File: config.mk
export PLATFORM = sky130hd
export DESIGN_NAME = stream_sequencer
export DESIGN_NICKNAME = d
export VERILOG_FILES = /design/src/rtl/stream_sequencer_pkg.sv /design/src/rtl/stream_src_mux.sv /design/src/rtl/stream_sequencer.sv
export SDC_FILE = /design/constraint.sdc
export NUM_CORES = 1
export LEC_CHECK = 0
export ABC_AREA = 1
export CAP_MARGIN = 20
export CORE_MARGIN = 2
export CORE_UTILIZATION = 54
export CTS_CLUSTER_SIZE = 8
export DETAILED_ROUTE_END_ITERATION = 8
export GPL_ROUTABILITY_DRIVEN = 0
export HOLD_SLACK_MARGIN = 0.05
export MAX_ROUTING_LAYER = met4
export PLACE_DENSITY = 0.87
export SLEW_MARGIN = 40
export SYNTH_ARGS = -nofsm -noshare
export SYNTH_HDL_FRONTEND = slang
export SYNTH_SLANG_ARGS = --single-unit
File: constraint.sdc
create_clock -name i_clk -period 4.9 [get_ports i_clk]
set_input_delay 1.225 -clock i_clk [delete_from_list [all_inputs] [get_ports i_clk]]
set_output_delay 1.225 -clock i_clk [all_outputs]
set_load 0.005 [all_outputs]
File: src/rtl/stream_sequencer_pkg.sv
// Shared types and defaults for the two-source stream sequencer.
// State encoding is 8 bits wide to match the rest of the codebase.
package stream_sequencer_pkg;

    localparam int FLUSH_CYCLES_DEF = 4;

    typedef enum logic [7:0] {
        ST_IDLE  = 8'h00,
        ST_FLUSH = 8'h01,
        ST_PLAY  = 8'h02,
        ST_DONE  = 8'h03
    } state_t;

    // Lowest-index enabled source; only meaningful when en != 0.
    function automatic logic first_src(input logic [1:0] en);
        return en[0] ? 1'b0 : 1'b1;
    endfunction

endpackage

File: src/rtl/stream_src_mux.sv
// Combinational steering between the two source FIFOs and the splitter.
// Read strobes and flags are zero-latency; data follows the source read by one cycle.
module stream_src_mux (
    input  logic       i_play,
    input  logic       i_clk_en,
    input  logic       i_sel,
    input  logic       i_data_sel,
    input  logic       i_data_vld,
    input  logic [7:0] i_src0_data,
    input  logic [7:0] i_src1_data,
    input  logic       i_src0_empty,
    input  logic       i_src1_empty,
    input  logic       i_src0_end,
    input  logic       i_src1_end,
    input  logic       i_split_rd,
    output logic       o_src0_rd,
    output logic       o_src1_rd,
    output logic [7:0] o_split_data,
    output logic       o_split_empty,
    output logic       o_split_end_in
);

    logic w_rd;

    assign w_rd           = i_play & i_clk_en & i_split_rd;
    assign o_src0_rd      = w_rd & ~i_sel;
    assign o_src1_rd      = w_rd &  i_sel;
    assign o_split_empty  = i_play ? (i_sel ? i_src1_empty : i_src0_empty) : 1'b1;
    assign o_split_end_in = i_play & (i_sel ? i_src1_end : i_src0_end);
    // Data is muxed by the source that was actually read, and blanked until a read lands.
    assign o_split_data   = i_data_vld ? (i_data_sel ? i_src1_data : i_src0_data) : 8'h00;

endmodule

File: src/rtl/stream_sequencer.sv
// Plays enabled byte sources into a splitter one after another, holding the
// splitter in reset for FLUSH_CYCLES enabled cycles before each source.
module stream_sequencer
    import stream_sequencer_pkg::*;
#(
    parameter int FLUSH_CYCLES = FLUSH_CYCLES_DEF
) (
    input  logic        i_clk,
    input  logic        i_rst,
    input  logic        i_clk_en,
    input  logic        i_start,
    input  logic        i_abort,
    input  logic        i_loop,
    input  logic [1:0]  i_src_en,
    input  logic [7:0]  i_src0_data,
    input  logic [7:0]  i_src1_data,
    input  logic        i_src0_empty,
    input  logic        i_src1_empty,
    input  logic        i_src0_end,
    input  logic        i_src1_end,
    output logic        o_src0_rd,
    output logic        o_src1_rd,
    output logic [7:0]  o_split_data,
    output logic        o_split_empty,
    output logic        o_split_end_in,
    input  logic        i_split_rd,
    input  logic        i_split_end,
    output logic        o_split_rst,
    output logic        o_busy,
    output logic        o_done,
    output logic        o_cur_src,
    output logic [31:0] o_byte_count
);

    localparam logic [3:0] LP_FLUSH_LD = 4'(FLUSH_CYCLES - 1);

    state_t      r_state;
    logic        r_cur_src;
    logic        r_rd_src;
    logic        r_data_vld;
    logic [3:0]  r_flush_cnt;
    logic [31:0] r_byte_count;
    logic        r_busy;
    logic        r_done;
    logic        r_split_rst;

    logic        w_play;
    logic        w_rd_any;
    logic        w_accept;

    assign w_play   = (r_state == ST_PLAY);
    assign w_rd_any = o_src0_rd | o_src1_rd;
    assign w_accept = w_play & i_split_rd & ~o_split_empty;

    stream_src_mux u_mux (
        .i_play         (w_play),
        .i_clk_en       (i_clk_en),
        .i_sel          (r_cur_src),
        .i_data_sel     (r_rd_src),
        .i_data_vld     (r_data_vld),
        .i_src0_data    (i_src0_data),
        .i_src1_data    (i_src1_data),
        .i_src0_empty   (i_src0_empty),
        .i_src1_empty   (i_src1_empty),
        .i_src0_end     (i_src0_end),
        .i_src1_end     (i_src1_end),
        .i_split_rd     (i_split_rd),
        .o_src0_rd      (o_src0_rd),
        .o_src1_rd      (o_src1_rd),
        .o_split_data   (o_split_data),
        .o_split_empty  (o_split_empty),
        .o_split_end_in (o_split_end_in)
    );

    always_ff @(posedge i_clk or negedge i_rst) begin
        if (!i_rst) begin
            r_state      <= ST_IDLE;
            r_cur_src    <= 1'b0;
            r_rd_src     <= 1'b0;
            r_data_vld   <= 1'b0;
            r_flush_cnt  <= 4'd0;
            r_byte_count <= 32'd0;
            r_busy       <= 1'b0;
            r_done       <= 1'b0;
            r_split_rst  <= 1'b0;
        end else if (i_clk_en) begin
            r_data_vld <= w_rd_any;
            if (w_rd_any)
                r_rd_src <= r_cur_src;
            if (w_accept && r_byte_count != 32'hFFFF_FFFF)
                r_byte_count <= r_byte_count + 32'd1;

            if (i_abort) begin
                r_state     <= ST_IDLE;
                r_busy      <= 1'b0;
                r_done      <= 1'b0;
                r_split_rst <= 1'b0;
            end else begin
                case (r_state)
                    ST_IDLE, ST_DONE: begin
                        if (i_start) begin
                            r_byte_count <= 32'd0;
                            if (i_src_en == 2'b00) begin
                                r_state <= ST_DONE;
                                r_busy  <= 1'b0;
                                r_done  <= 1'b1;
                            end else begin
                                r_state     <= ST_FLUSH;
                                r_cur_src   <= first_src(i_src_en);
                                r_flush_cnt <= LP_FLUSH_LD;
                                r_busy      <= 1'b1;
                                r_done      <= 1'b0;
                            end
                        end
                    end
                    ST_FLUSH: begin
                        if (r_flush_cnt == 4'd0) begin
                            r_state     <= ST_PLAY;
                            r_split_rst <= 1'b1;
                        end else begin
                            r_flush_cnt <= r_flush_cnt - 4'd1;
                        end
                    end
                    ST_PLAY: begin
                        if (i_split_end) begin
                            r_split_rst <= 1'b0;
                            if (!r_cur_src && i_src_en[1]) begin
                                r_state     <= ST_FLUSH;
                                r_cur_src   <= 1'b1;
                                r_flush_cnt <= LP_FLUSH_LD;
                            end else if (i_loop && i_src_en != 2'b00) begin
                                r_state     <= ST_FLUSH;
                                r_cur_src   <= first_src(i_src_en);
                                r_flush_cnt <= LP_FLUSH_LD;
                            end else begin
                                r_state <= ST_DONE;
                                r_busy  <= 1'b0;
                                r_done  <= 1'b1;
                            end
                        end
                    end
                    default: begin
                        r_state     <= ST_IDLE;
                        r_busy      <= 1'b0;
                        r_done      <= 1'b0;
                        r_split_rst <= 1'b0;
                    end
                endcase
            end
        end
    end

    assign o_split_rst  = r_split_rst;
    assign o_busy       = r_busy;
    assign o_done       = r_done;
    assign o_cur_src    = r_cur_src;
    assign o_byte_count = r_byte_count;

endmodule

==> metrics.csv, run 1 <==
metric,value,unit
grt total ovfl,0,
routed vias/inst,5.33,
Final Non-Filler Cells,600,
die height,79.7,µm
row cnt,27,
cts hold-fix bufs,0,
Unique masters post-synth,39,
Seq cells post-synth,44,
CTS tree,done,
met3 usage,0.0373,
vias in the first global route,3089,
met2 global-route usage,0.461,
crit path max fanout,8,
Resized cells post-CTS,0,
Yosys warning count,0,
Most Crowded Layer GR,met2,
ranking of synthesized cells by area,"dfrtp_1, nor2_1, nand2_1, inv_1, o21ai_0",
worst hold-check path type,register to register,
Hold Startpoint,o_busy,
area of the mapped netlist,3100,µm²
Pleak,1.78,nW
Design Power,1.14,mW
initial DRC count,227,
pwr/cell area,285,nW/µm²
setup TNS,0,ns
CP max-delay cell,clkdlybuf4s50_1,
Pre-antenna DRT Iters,5,
CTS Buf Count,5,
critical path class,input port to output port,
clock latency on the worst-skew pair,0.30,ns
Clock Skew,0.00372,ns
status,completed,
# IOs,78,
CP dominant cell by count,clkdlybuf4s50_1,
worst r2r dst,o_byte_count[24],
share of the synthesized area in the top cell type,0.355,
worst IR drop on VDD,0.278,mV
core footprint,5540,µm²
min Tclk post-route,4.01,ns
met1 Track Usage GR,0.344,
Max Fclk,249,MHz
share of cells above drive strength 1,0.104,
WHS Path Cells,2,
Port Buffers,77,
R2R depth,9,
largest area contributor in the netlist,dfrtp_1,
H-tree levels,2,
synthesis-to-finish area growth,29.2,%
chip width,79.7,µm
cell chain of the critical path,clkdlybuf4s50_1 -> nand3_1 -> nor2_1 -> clkdlybuf4s50_1,
number of synthesized flops with an enable pin,0,
Ant. Diodes,0,
starting density of the core,0.559,
# fillers,473,
Final WS setup,0.885,ns
Worst setup EP type,output port,
"Arr. time, crit path",2.79,ns
Worst Hold End,o_busy,
"Net Count, Synth",485,
"worst slack, placed",0.899,ns
DR vias,3200,
Critical Path RT,3.67,ns
crit start category,input port,
first-pass GRT wire length,13700,µm
Final nets,563,
asr flop ratio synth,1.00,
Max transition margin,0.629,
Post-Route WL,7950,µm
placed cells,592,
postcts setup bufs,0,
# Max-Cap Violations,0,
Final Cycle Share,0.819,
Post-Syn Instances,449,
root buffer cell,clkbuf_8,
Max stage delay on crit path,0.66,ns
final hold vios,0,
final setup fails,0,
clk slew on worst S/H paths,0.09,ns
gr usage total,0.274,
Worst Max-Slew Pin Slew,0.556,ns
dominant synthesized flop cell,dfrtp_1,
syn_area_per_cell,6.90,µm²
Critical R2R Launch,r_state[0],
r2r setup slk,2.78,ns
Max Slew Vio Count,0,
post-synthesis sequential area ratio,0.355,
initial antenna violation count,0,
CTS sink count,44,
RSZ-0062 raised after global routing,false,
DPL Wire Length,6020,µm
Antenna Nets Post-Route,0,
Die ar.,6360,µm²
hold slack,0.493,ns
largest net degree at the start of global routing,45,
Residual DRC,0,
clk buf depth,2,
Routed WL per cell,13.3,µm
critical path: cells and delay by family:
family                 cells  cell delay [ns]
and+or+nand+nor            2             0.37
buffers and inverters      2             1.19
cell usage in the layout (no fill, tap or decap), types with 7 or more instances in the layout:
master	instances
nor3_1	7
nand4_1	11
nor2_1	92
clkdlybuf4s50_1	76
a21oi_1	15
o21ai_0	25
nand3_1	24
dfrtp_1	44
nand2_1	91
nor2_2	12
nand2_2	12
inv_1	58
metrics by stage:
step	utilization	cell area, µm²
floorplan	-	3100
global placement	0.705	3910
detailed placement	0.705	3910
CTS	0.722	4000
global route	0.722	4000
finish	0.722	4000
layout make-up:
cell class                 instances  area (µm²)  area share
multi-input combinational        336        1710       0.428
clock buffer                       7        86.3      0.0216
clock inverter                     1        7.51     0.00188
sequential                        44        1100       0.275
tap                               72        90.1      0.0225
inverter                          63         236      0.0591
timing repair buffer              77         768       0.192
report_power, final:
group / total [mW] / internal (mW) / switching [mW]
logic: 0.405 / 0.195 / 0.210
clock network: 0.243 / 0.115 / 0.129
registers: 0.493 / 0.422 / 0.0704
total: 1.14 / 0.732 / 0.409
logic make-up after synthesis:
family	synth area share
and+or+nand+nor	0.422
buffers and inverters	0.0921
AOI/OAI and AO/OA	0.101
DFF	0.355
adders and majority gates	0.0242
xor gates and xnor gates	0.00566
synthesized netlist by cell type, drive strengths merged, types with 2 or more instances:
library cell,instances
ha,6
xnor2,2
nand2,104
inv,62
o21bai,6
buf,4
o31ai,3
dfrtp,44
nand3,30
o21ai,27
nor3b,2
a21oi,15
nor3,8
nand4,13
a31oi,2
clkbuf,2
nor2,110
nand3b,2
and3,2
per-layer routing:
layer | wire length [µm] | vias up
li1 | - | 1585
met1 | 3460 | 1500
met2 | 3970 | 95
met3 | 361 | 20
met4 | 165 | 0
met5 | 0 | -
registers in the layout (all words and copies together) (netlist names):
name / count
o_byte_count: 32
o_cur_src: 1
r_flush_cnt: 4
o_split_rst: 1
r_state: 2
r_data_vld: 1
r_rd_src: 1
o_busy: 1
o_done: 1
worst max path at each step:
stage | start | to | slack (ns) | cells past startpoint
final | i_clk_en | o_src0_rd | 0.89 | 4
after global routing | i_clk_en | o_src0_rd | 0.77 | 4
after CTS | i_clk_en | o_src0_rd | 0.90 | 4
after detailed placement | i_clk_en | o_src0_rd | 0.90 | 4
after global placement | i_clk_en | o_src0_rd | 0.94 | 4
after floorplan | i_clk_en | o_src0_rd | 2.05 | 3
Power figures use the tool's default switching activity.
==> run 2, diff against run 1 <==
--- a/config.mk
+++ b/config.mk
@@ -8,13 +8,13 @@
 export ABC_AREA = 1
 export CAP_MARGIN = 20
 export CORE_MARGIN = 2
-export CORE_UTILIZATION = 54
+export CORE_UTILIZATION = 50
 export CTS_CLUSTER_SIZE = 8
 export DETAILED_ROUTE_END_ITERATION = 8
 export GPL_ROUTABILITY_DRIVEN = 0
 export HOLD_SLACK_MARGIN = 0.05
 export MAX_ROUTING_LAYER = met4
-export PLACE_DENSITY = 0.87
+export PLACE_DENSITY = 0.81
 export SLEW_MARGIN = 40
 export SYNTH_ARGS = -nofsm -noshare
 export SYNTH_HDL_FRONTEND = slang
==> constraint.sdc (replaced) <==
create_clock -name i_clk -period 4.05 [get_ports i_clk]
set_input_delay 1.0125 -clock i_clk [delete_from_list [all_inputs] [get_ports i_clk]]
set_output_delay 1.0125 -clock i_clk [all_outputs]
set_load 0.005 [all_outputs]
==> run 2 against run 1 <==
Routed wire length rose by 2.0%. Via count is 0.16% lower. Count of clock-buffer cells in the layout decreased by 1. Cell area rose by 0.25%. Global-route usage down 1.4 points. Utilization shrank 4.9 points. Hold slack gained 0.012 ns. Combinational power is 22% higher. Die area grew 7.6%. Sequential cell count stayed put.
==> metrics.csv, run 2 (synthesis gave the netlist of run 1 again) <==
metric,value,unit
worst IR drop on VDD,0.193,mV
Design Power,1.38,mW
Final Cycle Share,0.852,
first-pass GRT wire length,13400,µm
# Max-Cap Violations,0,
cts hold-fix bufs,0,
Critical Path RT,3.04,ns
setup TNS,0,ns
die height,82.7,µm
largest net degree at the start of global routing,45,
RSZ-0062 raised after global routing,false,
crit path max fanout,4,
synthesis-to-finish area growth,29.5,%
gr usage total,0.260,
Clock Skew,0.00650,ns
clock latency on the worst-skew pair,0.30,ns
root buffer cell,clkbuf_8,
initial DRC count,244,
worst hold-check path type,register to register,
pwr/cell area,343,nW/µm²
clk buf depth,2,
CTS Buf Count,5,
Worst setup EP type,output port,
CP dominant cell by count,clkdlybuf4s50_1,
CTS tree,done,
final setup fails,0,
Ant. Diodes,0,
routed vias/inst,5.29,
postcts setup bufs,0,
Post-Route WL,8120,µm
grt total ovfl,0,
status,completed,
row cnt,28,
share of cells above drive strength 1,0.108,
Worst Hold End,o_busy,
initial antenna violation count,0,
# IOs,78,
DPL Wire Length,6220,µm
number of flip-flops in the largest register,32,
Worst Max-Slew Pin Slew,0.574,ns
DR vias,3195,
crit start category,input port,
CP max-delay cell,clkdlybuf4s50_1,
Critical R2R Launch,r_state[0],
core footprint,5960,µm²
Residual DRC,0,
final hold vios,0,
Pre-antenna DRT Iters,5,
chip width,82.7,µm
Antenna Nets Post-Route,0,
Final nets,564,
r2r setup slk,1.94,ns
worst r2r dst,o_byte_count[24],
clk slew on worst S/H paths,0.08,ns
starting density of the core,0.520,
Max transition margin,0.617,
Die ar.,6840,µm²
"Arr. time, crit path",2.44,ns
Pleak,1.79,nW
Hold Startpoint,o_busy,
Resized cells post-CTS,0,
H-tree levels,2,
Port Buffers,77,
vias in the first global route,2968,
critical path class,input port to output port,
Max Slew Vio Count,0,
Max stage delay on crit path,0.55,ns
cell chain of the critical path,clkdlybuf4s50_1 -> nand3_1 -> nor2_1 -> clkdlybuf4s50_1,
"most common cell after layout, fill and taps aside",nor2_1,
min Tclk post-route,3.45,ns
CTS sink count,44,
R2R depth,9,
"commonest cells after routing, fill and taps aside","nor2_1, nand2_1, clkdlybuf4s50_1",
Routed WL per cell,13.4,µm
WHS Path Cells,2,
Max Fclk,290,MHz
-- run 2: cell types whose count changed in the layout (fill, tap and decap cells not counted), sizes merged --
cell      delta
buf          +1
clkbuf       -1
clkinv       +2
clkinvlp     -1
-- run 2: where the power goes --
group	total [mW]	internal [mW]	switching [mW]
registers	0.594	0.511	0.0831
logic	0.493	0.236	0.257
clock network	0.289	0.136	0.153
total	1.38	0.883	0.493
-- run 2: area by class of cell --
cell class	instances	area [µm²]
repair buffers	78	776
well taps	75	93.8
multi-input cells	336	1710
fillers	546	1940
inverters	63	236
clock buffers	6	82.6
flip-flops and latches	44	1100
clock inverters	2	10.0
-- run 2: worst max-delay path, delay by kind of cell --
kind	cells	cell delay (ns)
buffers and inverters	2	1.08
and+or+nand+nor	2	0.34
-- run 2: metal layers --
layer | track usage | up-vias | routed length, µm
li1 | - | 1584 | -
met1 | 0.319 | 1499 | 3570
met2 | 0.448 | 101 | 4050
met3 | 0.0391 | 11 | 377
met4 | 0.0689 | 0 | 121
met5 | - | - | 0
-- run 2: worst max-delay path by stage --
stage / startpoint / end / slack [ns] / cells after the start
after floorplan: i_clk_en / o_src0_rd / 1.62 / 3
after global placement: i_split_rd / o_src0_rd / 0.66 / 4
after detailed placement: i_split_rd / o_src0_rd / 0.60 / 4
after CTS: i_split_rd / o_src0_rd / 0.60 / 4
after global routing: i_split_rd / o_src0_rd / 0.48 / 4
final: i_split_rd / o_src0_rd / 0.60 / 4
-- run 2: stage by stage --
stage          hold WS (ns)  instances  setup slack (ns)  cell area (µm²)   util
2_1_floorplan         0.475        449              1.62             3100      -
3_3_place_gp          0.471        596             0.664             3920  0.658
3_5_place_dp          0.482        596             0.601             3920  0.658
4_1_cts               0.504        604             0.599             4010  0.674
5_1_grt               0.545        604             0.477             4010  0.674
6_report              0.504        604             0.599             4010  0.674
==> RTL edit, RTL diff (settings of run 1) <==
Encoding of `state_t`: now one-hot (4 bits for 4 states).
--- a/src/rtl/stream_sequencer_pkg.sv
+++ b/src/rtl/stream_sequencer_pkg.sv
@@ -4,11 +4,11 @@
 
     localparam int FLUSH_CYCLES_DEF = 4;
 
-    typedef enum logic [7:0] {
-        ST_IDLE  = 8'h00,
-        ST_FLUSH = 8'h01,
-        ST_PLAY  = 8'h02,
-        ST_DONE  = 8'h03
+    typedef enum logic [3:0] {
+        ST_IDLE  = 4'b0001,
+        ST_FLUSH = 4'b0010,
+        ST_PLAY  = 4'b0100,
+        ST_DONE  = 4'b1000
     } state_t;
 
     // Lowest-index enabled source; only meaningful when en != 0.
Behaviour: same outputs for any inputs over 4 cycles, from zero or initial values and one cycle with i_rst low; so few cycles prove little.
==> RTL edit against run 1 <==
Design area fell by 2.0%. Worst setup slack got worse by 0.046 ns. Total power rose by 21%. Wire length rose by 0.36%. Clock skew rose by 0.0047 ns. Maximum frequency fell by 1.1%. Area after synthesis fell by 2.3%. Sequential cell count rose by 2. Largest power group unchanged.
==> RTL edit: results <==
group,metric,value,unit
run_status,status,"finished, final reports clean",
detailed_routing,wire_per_inst,12.9,µm
synth,synthCells,466,
sta,worst_clock_skew,0.00840,ns
final_layout,layout.nets,577,
synth,synth_area_leaders,"dfrtp_1, nor2_1, nand2_1, inv_1, o21ai_0",
global_routing,grtUsageTotal,0.271,
worst_setup_path,r2r_end,"o_byte_count[0]$_DFFE_PN0P_",
power,leakagePower,1.82,nW
worst_setup_path,r2r_slack,2.72,ns
final_layout,area_growth,29.5,%
worst_setup_path,regToRegStartpoint,"o_byte_count[1]$_DFFE_PN0P_",
worst_setup_path,r2r_cells,10,
detailed_routing,dr_wl_met3,467,µm
detailed_routing,vias_per_cell,5.24,
synth,synth_seq_area_share,0.381,
sta,fin_hold_ws,0.476,ns
sta,slew_headroom,0.596,
detailed_routing,drt-met1-wl,3420,µm
min_path,whs_endpoint,"o_done$_DFFE_PN0P_",
synth,synth_cell_types,31,
worst_setup_path,arrival,2.84,ns
power,vdd.ir_drop.worst,302,µV
placed_design,placed_cell_area,3830,µm²
detailed_routing,routed_wl,7980,µm
placed_design,place_hpwl,5960,µm
placed_design,post-place-ws,0.840,ns
synth,synth_common_cells,"nor2_1, nand2_1, inv_1",
final_layout,drive_gt1_frac,0.0367,
synth,syn-num-nets,499,
detailed_routing,drt_iter0_markers,300,
detailed_routing,route.met2.wl,3990,µm
[RTL edit: changes by cell type in the layout (fill, tap and decap cells not counted), sizes merged, moves of 4 or more]
cell and delta:
nand2 +19, nand4 +7, a21oi -5, nor3b +4, nor2 +16, nand3 -10
[RTL edit: worst max-delay path by stage]
stage,start,to,slack [ns],depth (start not counted)
2_1_floorplan,i_clk_en,o_src0_rd,1.94,3
3_3_place_gp,i_clk_en,o_src0_rd,0.93,4
3_5_place_dp,i_clk_en,o_src0_rd,0.84,4
4_1_cts,i_clk_en,o_src0_rd,0.85,4
5_1_grt,i_clk_en,o_src0_rd,0.75,4
6_report,i_clk_en,o_src0_rd,0.84,4
[RTL edit: layout make-up]
class                      count  share of cell area
sequential                    46               0.294
tap                           72              0.0230
inverter                      62              0.0600
multi-input combinational    352               0.404
clock inverter                 1             0.00128
timing repair buffer          77               0.196
clock buffer                   7              0.0220
[RTL edit: cells by family after synthesis]
| family | synth area share |
|---|---|
| xor gates and xnor gates | 0.00579 |
| DFF | 0.381 |
| and+or+nand+nor | 0.432 |
| buffers and inverters | 0.0967 |
| adders and majority gates | 0.0124 |
| AOI/OAI and AO/OA | 0.0723 |
[RTL edit: where the power goes]
part,switching [mW],internal (mW)
Clock,0.126,0.114
Sequential,0.119,0.480
Combinational,0.276,0.263
Total,0.521,0.857
[RTL edit: routing by layer]
layer  vias up  global-route usage
li1       1619                   -
met1      1467               0.333
met2       132               0.476
met3        15              0.0330
met4         0              0.0741
met5         -                   -
[RTL edit: worst max-delay path, cell delays in order]
cell             delay, ns
clkdlybuf4s50_1       0.62
nand4_2               0.24
nor2_1                0.21
clkdlybuf4s50_1       0.54
